File: config.mk
export PLATFORM = sky130hd
export DESIGN_NAME = nibble_serial_adder
export DESIGN_NICKNAME = d
export VERILOG_FILES = /design/src/rtl/nibble_pkg.sv /design/src/rtl/nibble_add4.sv /design/src/rtl/nibble_serial_adder.sv
export SDC_FILE = /design/constraint.sdc
export NUM_CORES = 1
export LEC_CHECK = 0
export CAP_MARGIN = 0
export CELL_PAD_IN_SITES_DETAIL_PLACEMENT = 0
export CELL_PAD_IN_SITES_GLOBAL_PLACEMENT = 1
export CORE_MARGIN = 1.5
export CORE_UTILIZATION = 40
export CTS_CLUSTER_DIAMETER = 150
export DETAILED_ROUTE_END_ITERATION = 7
export PLACE_DENSITY_LB_ADDON = 0.1
export RECOVER_POWER = 50
export SETUP_SLACK_MARGIN = 0.1
export SLEW_MARGIN = 30
export SYNTH_ARGS = -nofsm -noshare
export SYNTH_HDL_FRONTEND = slang
export SYNTH_HIERARCHICAL = 1
export SYNTH_SLANG_ARGS = --single-unit
File: constraint.sdc
create_clock -name clk -period 5 [get_ports clk]
set_input_delay 0.5 -clock clk [delete_from_list [all_inputs] [get_ports clk]]
set_output_delay 0.5 -clock clk [all_outputs]
set_load 0.05 [all_outputs]
File: src/rtl/nibble_pkg.sv
// nibble_pkg: definitions shared by the nibble-serial add/sub engine.
//   NIB_W      - width of one processing slice, in bits
//   state_t    - control states of the serial adder
//   idx_width  - width of the nibble index counter for a given operand width
package nibble_pkg;

   localparam int NIB_W = 4;

   typedef enum logic {
      IDLE = 1'b0,
      RUN  = 1'b1
   } state_t;

   // clog2 of the nibble count, never narrower than one bit so that the
   // single-nibble configuration still has a legal counter.
   function automatic int idx_width(input int width);
      int n;
      n = width / NIB_W;
      return (n <= 1) ? 1 : $clog2(n);
   endfunction

endpackage

File: src/rtl/nibble_add4.sv
// nibble_add4: combinational nibble adder with carry in.
//   a, b : nibble operands
//   cin  : carry in
//   nib  : {carry out, nibble sum}
module nibble_add4
   import nibble_pkg::*;
(
   input  logic [NIB_W-1:0] a,
   input  logic [NIB_W-1:0] b,
   input  logic             cin,
   output logic [NIB_W:0]   nib
);

   assign nib = {1'b0, a} + {1'b0, b} + {{NIB_W{1'b0}}, cin};

endmodule

File: src/rtl/nibble_serial_adder.sv
// nibble_serial_adder: WIDTH-bit add/subtract processed one nibble per clock,
// least significant nibble first, with the carry held in a register.
//   clk, rst : clock and synchronous active-high reset
//   start    : request, accepted only while idle (A, B, mode latched then)
//   mode     : 0 = A+B, 1 = A-B
//   A, B     : operands
//   sum      : result, valid with done and held until the next accepted start
//   cout     : carry out for add, no-borrow (A >= B unsigned) for subtract
//   ovf      : two's-complement overflow
//   busy     : high for the WIDTH/4 cycles in which nibbles are processed
//   done     : one-cycle pulse when sum/cout/ovf are valid
//   state    : current control state, for observation
//
// Handshake: a start seen at a rising edge while state is IDLE is accepted;
// busy is high for exactly N cycles after that edge and done is high for the
// single cycle that follows. Since done is raised while already IDLE, a start
// held in the done cycle is accepted, giving one op every N+1 cycles.
module nibble_serial_adder
   import nibble_pkg::*;
#(
   parameter int WIDTH = 16
) (
   input  logic             clk,
   input  logic             rst,
   input  logic             start,
   input  logic             mode,
   input  logic [WIDTH-1:0] A,
   input  logic [WIDTH-1:0] B,
   output logic [WIDTH-1:0] sum,
   output logic             cout,
   output logic             ovf,
   output logic             busy,
   output logic             done,
   output state_t           state
);

   localparam int N  = WIDTH / NIB_W;
   localparam int IW = idx_width(WIDTH);

   state_t           state_next;
   logic [WIDTH-1:0] a_q;
   logic [WIDTH-1:0] bx_q;   // B, already inverted for subtract
   logic             carry_q;
   logic [IW-1:0]    idx_q;
   logic [NIB_W-1:0] a_nib;
   logic [NIB_W-1:0] b_nib;
   logic [NIB_W:0]   nib;
   logic             last;

   assign last = (idx_q == IW'(N - 1));
   assign busy = (state == RUN);

   // Select the nibble pair addressed by the index for the shared adder.
   always_comb begin
      a_nib = '0;
      b_nib = '0;
      for (int i = 0; i < N; i++) begin
         if (idx_q == IW'(i)) begin
            a_nib = a_q[i*NIB_W +: NIB_W];
            b_nib = bx_q[i*NIB_W +: NIB_W];
         end
      end
   end

   nibble_add4 u_add (
      .a   (a_nib),
      .b   (b_nib),
      .cin (carry_q),
      .nib (nib)
   );

   always_ff @(posedge clk) begin
      if (rst) state <= IDLE;
      else     state <= state_next;
   end

   always_comb begin
      state_next = state;
      unique case (state)
         IDLE:    if (start) state_next = RUN;
         RUN:     if (last)  state_next = IDLE;
         default: state_next = IDLE;
      endcase
   end

   always_ff @(posedge clk) begin
      if (rst) begin
         a_q     <= '0;
         bx_q    <= '0;
         carry_q <= 1'b0;
         idx_q   <= '0;
         sum     <= '0;
         cout    <= 1'b0;
         ovf     <= 1'b0;
         done    <= 1'b0;
      end else begin
         done <= 1'b0;
         unique case (state)
            IDLE: begin
               if (start) begin
                  a_q     <= A;
                  // Subtract as A + ~B + 1: the +1 enters as the initial carry.
                  bx_q    <= mode ? ~B : B;
                  carry_q <= mode;
                  idx_q   <= '0;
               end
            end
            RUN: begin
               for (int i = 0; i < N; i++) begin
                  if (idx_q == IW'(i)) sum[i*NIB_W +: NIB_W] <= nib[NIB_W-1:0];
               end
               carry_q <= nib[NIB_W];
               if (last) begin
                  cout  <= nib[NIB_W];
                  // Operands of equal sign whose result sign differs.
                  ovf   <= (a_q[WIDTH-1] == bx_q[WIDTH-1]) &&
                           (nib[NIB_W-1] != a_q[WIDTH-1]);
                  done  <= 1'b1;
                  idx_q <= '0;
               end else begin
                  idx_q <= idx_q + IW'(1);
               end
            end
            default: ;
         endcase
      end
   end

endmodule

; ---- Yosys cells after proc, flatten, opt, wreduce, memory -nomap -nowiden
; Index checks and enable logic that the tools add are counted.
[classes]
n_bitwise = 2
n_eq_ne = 6
mux = 18
add_sub_neg = 3
n_reduce_logical = 8
[op_table]
columns = op, n
row1 = 4-bit 2-to-1 mux, 8
row2 = 16-bit 2-to-1 mux, 1
row3 = 16-bit NOT, 1
row4 = 2-bit AND reduction, 5
row5 = 4-bit by 4-bit adder with 5-bit output, 1
row6 = 5-bit by 1-bit adder with 5-bit output, 1
row7 = "2-bit equality test, second input constant", 2
row8 = 1-bit 2-to-1 mux, 4
row9 = 2-bit 2-to-1 mux, 2
row10 = 1-bit one-hot mux with 2 select lines, 2
row11 = 2-bit one-hot mux with 2 select lines, 1
row12 = "2-bit by 1-bit adder with 2-bit output, second input constant", 1
row13 = "2-bit by 1-bit equality test with 1-bit output, second input constant", 1
row14 = 2-bit logical NOT, 1
row15 = "2-bit inequality test, second input constant", 1
row16 = 2-bit OR reduction, 1
row17 = 1-bit equality test, 1
row18 = 1-bit logical AND, 1
row19 = 1-bit inequality test, 1
row20 = 1-bit NOT, 1
[word_totals]
regBits = 55
inputBits = 36
wordCells = 49

; ---- Longest topological paths before layout
[logic_depth]
ltp_word = 9
depth_mapped = 14
mapped_depth_nobuf = 13

; ---- Hierarchy
; Netlist, hierarchy kept.
[by_module_without_submodules]
columns = mod, area_each_um2, n_inst, seq_area_each_um2, cells_per_inst
row1 = nibble_serial_adder, 2496.1, 1, 1101.1, 289
row2 = nibble_add4, 143.9, 1, 0.0, 16

; ---- Worst setup path after synthesis
; Ideal clock, no wire load.
[synth_path]
path_type = register to register
start = register idx_q[0]
end = register ovf
slack_ns = 2.187
arrival_time_ns = 2.689
t_required_ns = 4.875
synth_period_minus_slack_ns = 2.813
path_stages_with_launch = 14
setup_time_ns = 0.125
path_cell_list = dfxtp_1 > inv_1 > ha_1 > nor2b_2 > buf_6 > a221oi_1 > o31ai_1 > fa_1 > a21o_1 > a21oi_2 > xnor2_1 > nor2b_1 > a221oi_1 > nor3_1
[synth_between]
elab_chain_cells = 9
elab_cells_between_ends = 17
cone_classes = 2 x add/sub / 4 x eq/ne / 8 x mux / 3 x reduce/logical
[synth_lines]
columns = item, line_no
row1 = from (decl), nibble_serial_adder.sv:44  ; logic [IW-1:0] idx_q;
row2 = from (signal assigned), nibble_serial_adder.sv:121  ; idx_q <= idx_q + IW'(1);
row3 = 2-bit logical NOT, nibble_serial_adder.sv:58  ; if (idx_q == IW'(i)) begin
row4 = 4-bit 2-to-1 mux (3 in a row), nibble_serial_adder.sv:58
row5 = 4-bit 2-to-1 mux *, nibble_serial_adder.sv:58
row6 = via a_nib[0], nibble_serial_adder.sv:45  ; logic [NIB_W-1:0] a_nib;
row7 = 4-bit by 4-bit adder with 5-bit output *, nibble_add4.sv:14  ; assign nib = {1'b0, a} + {1'b0, b} + {{NIB_W{1'b0}}, cin};
row8 = 5-bit by 1-bit adder with 5-bit output *, nibble_add4.sv:14
row9 = via nib[3], nibble_serial_adder.sv:47  ; logic [NIB_W:0] nib;
row10 = 1-bit inequality test *, nibble_serial_adder.sv:117  ; (nib[NIB_W-1] != a_q[WIDTH-1]);
row11 = 1-bit logical AND *, nibble_serial_adder.sv:116  ; ovf <= (a_q[WIDTH-1] == bx_q[WIDTH-1]) &&
row12 = to (signal assigned), nibble_serial_adder.sv:116
row13 = to (decl), nibble_serial_adder.sv:31  ; output logic ovf,
; The timed path passes the listed nets; every way through them passes the cells marked *.
; A chain may end at the register's enable or synchronous reset.

; ---- Final worst setup path
[layout_path]
start = register idx_q[1]
end = register ovf
; The elaborated chain is that of the path after synthesis.

==> impl_metrics.json <==
{
  "post-synth-top-area-fraction_pct": 41.71,
  "grt_pass1_wl_mm": 9.390,
  "design.final.nets": 390,
  "synth.net_count": 350,
  "detailedRoute.firstIterationViolations": 95,
  "htree_num_levels": 2,
  "rsz0062_at_grt": "false",
  "syn_avg_cell_area_um2": 8.656,
  "fin_setup_tns_ns": 0,
  "avgViaCountPerCell": 5.024,
  "numCtsBuffers": 5,
  "multi_input_area_um2": 1324,
  "cts_tree": "done",
  "finalHoldViolations": 0,
  "core.rowCount": 29,
  "grt_start_max_net_pins": 56,
  "clk_path_buf_depth": 2,
  "via_count_of_the_first_global_routing_pass": 2003,
  "coreArea_um2": 6350,
  "wire_per_inst_um": 13.12,
  "synth.largest_area_cell": "sky130_fd_sc_hd__dfxtp_1",
  "clk_pin_slew_worst_paths_ns": 0.11,
  "drt-pass1-iter-count": 4,
  "cts.hold.buffers_added": 0,
  "netlist-cell-type-count": 31,
  "clk_latency_ns": 0.31,
  "cts-resized-gates": 0,
  "overflow": 0,
  "final_cycle_utilization_of_the_critical_path_pct": 64.85,
  "initial_util_pct": 41.58,
  "area_growth_pct": 21.66,
  "portBuffers": 56,
  "async_set_or_reset_flop_fraction_in_the_synthesized_netlist_pct": 0,
  "fill_cell_count": 636,
  "routed_vias": 2125,
  "postCtsSetupBuffers": 0,
  "count_of_clock_tree_sinks": 55,
  "worstPathArrival_ns": 3.43,
  "syn-instance-count": 305,
  "synth_top_flop_cell": "sky130_fd_sc_hd__dfxtp_1",
  "timing.slew.headroom_pct": 12.52,
  "worstMarginPinSlew_ns": 1.312,
  "synthesis.yosys.warnings": 6,
  "worst_path_slowest_cell": "sky130_fd_sc_hd__ha_1",
  "final-seq-area_um2": 1101,
  "most_numerous_cell_types_in_the_synthesized_netlist": "sky130_fd_sc_hd__nand2_1 (60), sky130_fd_sc_hd__dfxtp_1 (55), sky130_fd_sc_hd__a21oi_1 (37)",
  "timing.max_cap.violations": 0,
  "final_layout_size_suffix_gt1_share_pct": 6.069,
  "drc": 0,
  "regToRegSetupSlack_ns": 1.76,
  "slew_violations": 0,
  "die_height_um": 84.24,
  "yosys-top-cells-area": "sky130_fd_sc_hd__dfxtp_1 (42%), sky130_fd_sc_hd__nand2_1 (8.5%), sky130_fd_sc_hd__a21oi_1 (7.0%)",
  "outcome": "finished, final reports clean",
  "timing_worst_setup_path_type": "reg2reg",
  "critical_path_peak_fanout": 14,
  "fp.dieW_um": 84.24,
  "finalWeightedCongestion": 0.7922,
  "worst_hold_margin_ns": 0.4569,
  "synth.yosys.seq_area_share_pct": 41.71,
  "timing.final.crit_period_ns": 3.243,
  "finalSetupViolations": 0,
  "worstSetupStartpointType": "flop",
  "critical-path-top-cell-by-count": "sky130_fd_sc_hd__a221oi_1",
  "min_path_type": "reg2reg",
  "detailed_place_hpwl_mm": 3.970,
  "drtAntennaViolNets": 0,
  "floorplan.die_area_um2": 7096,
  "ys_seq_elements": 55,
  "cp_data_required_time_ns": 5.19,
  "cts_root_buf": "sky130_fd_sc_hd__clkbuf_8",
  "finalClockSkew_ns": 0.01727,
  "globalRouteTotalUtil_pct": 16.28,
  "detail_route.wirelength_mm": 5.550,
  "antenna_found_initial": 0,
  "nature_of_the_critical_path_endpoint": "flop",
  "yosysMostFrequentCell": "sky130_fd_sc_hd__nand2_1",
  "antenna_cells": 0,
  "fmax_mhz": 308.4,
  "io-pin-count": 57,
  "total_leakage_power_nw": 1.127,
  "irDropWorstVdd_mv": 0.1238,
  "cp_cell_sequence": "inv_1 > ha_1 > nor2b_2 > a221oi_1 > o31ai_1 > fa_1 > a21o_1 > a21oi_2 > xnor2_1 > nor2b_1 > a221oi_1 > nor3_1",
  "netlist_area_before_placement_um2": 2640,
  "cellPowerDensity_nw_per_um2": 290.7,
  "timing.critical_path.slowest_cell_delay_ns": 0.52,
  "post_synth_edffs": 0
}
## cells by family after synthesis
family                     share of synthesized area (%)
AOI/OAI and AO/OA                                  20.00
xor gates and xnor gates                           5.972
adders and majority gates                          4.834
buffers and inverters                              7.014
DFF                                                41.71
muxes                                             0.8057
and+or+nand+nor                                    19.67
## final timing paths
kind / start / end / cells past startpoint
worst max-delay path: idx_q[1] / ovf / 12
worst min-delay path: sum[7] / sum[7] / 2
worst max register to register: idx_q[1] / ovf / 12
worst min register to register: sum[7] / sum[7] / 2
## critical path: cells and delay by family (launching register included)
family | cells | cell delay (ns)
AOI/OAI and AO/OA | 5 | 1.08
adders and majority gates | 2 | 1.00
buffers and inverters | 1 | 0.08
and+or+nand+nor | 3 | 0.37
DFF | 1 | 0.34
xor gates and xnor gates | 1 | 0.25
## cells in the final DEF, fill, tap and decap left out, types with 2 or more instances in the layout
| master | synthesis | layout |
|---|---|---|
| sky130_fd_sc_hd__a221oi_1 | 7 | 7 |
| sky130_fd_sc_hd__fa_1 | 2 | 2 |
| sky130_fd_sc_hd__inv_1 | 6 | 6 |
| sky130_fd_sc_hd__xnor2_1 | 18 | 18 |
| sky130_fd_sc_hd__a221oi_2 | 2 | 2 |
| sky130_fd_sc_hd__nor2b_1 | 10 | 11 |
| sky130_fd_sc_hd__clkdlybuf4s50_1 | 0 | 50 |
| sky130_fd_sc_hd__dfxtp_1 | 55 | 55 |
| sky130_fd_sc_hd__a211oi_2 | 10 | 6 |
| sky130_fd_sc_hd__nand3_1 | 17 | 17 |
| sky130_fd_sc_hd__nand2b_1 | 3 | 3 |
| sky130_fd_sc_hd__a211oi_1 | 6 | 10 |
| sky130_fd_sc_hd__o31ai_1 | 8 | 8 |
| sky130_fd_sc_hd__ha_1 | 7 | 7 |
| sky130_fd_sc_hd__nand2_1 | 60 | 61 |
| sky130_fd_sc_hd__nor3b_1 | 2 | 2 |
| sky130_fd_sc_hd__clkbuf_8 | 0 | 6 |
| sky130_fd_sc_hd__nor2_1 | 21 | 21 |
| sky130_fd_sc_hd__a21oi_1 | 37 | 37 |
| sky130_fd_sc_hd__dlygate4sd3_1 | 0 | 5 |
| sky130_fd_sc_hd__buf_4 | 8 | 2 |
## layout make-up
cell class                 count  share of cell area, %
clock buffer                   6                  2.571
clock inverter                 2                 0.5064
inverter                       6                 0.7012
multi-input combinational    219                  41.22
sequential                    55                  34.28
tap                           77                  3.000
timing repair buffer          58                  17.72
## flip-flops by register name, indices dropped and copies added, names as in the netlist
| signal | count |
|---|---|
| idx_q | 2 |
| carry_q | 1 |
| done | 1 |
| a_q | 16 |
| cout | 1 |
| busy | 1 |
| ovf | 1 |
| bx_q | 16 |
| sum | 16 |
## through the flow
step	utilization (%)	area, um2	instances	power, W	worst slack (ns)
global route	50.58	3212	423	0.0009868	1.372
finish	50.58	3212	423	0.0009336	1.757
global placement	49.40	3137	414	0.0006879	1.872
CTS	51.43	3266	423	0.0009525	1.790
detailed placement	49.87	3167	415	0.0006927	1.783
floorplan	-	2640	305	0.0006333	2.187
## routing by layer
layer / GRT usage [%] / wire length, um / up-vias
li1: - / - / 1112
met1: 21.31 / 2667 / 964
met2: 26.62 / 2570 / 43
met3: 3.147 / 213 / 6
met4: 6.259 / 100 / 0
met5: 0 / 0 / -
## power by group
group / switching [W] / leakage, nW / total (W) / internal (W)
clock: 0.000147 / 0.0474 / 0.000260 / 0.000113
combinational: 0.000110 / 0.629 / 0.000194 / 0.0000842
sequential: 0.0000163 / 0.450 / 0.000480 / 0.000463
total: 0.000273 / 1.13 / 0.000934 / 0.000661
(Power assumes the default switching activity.)
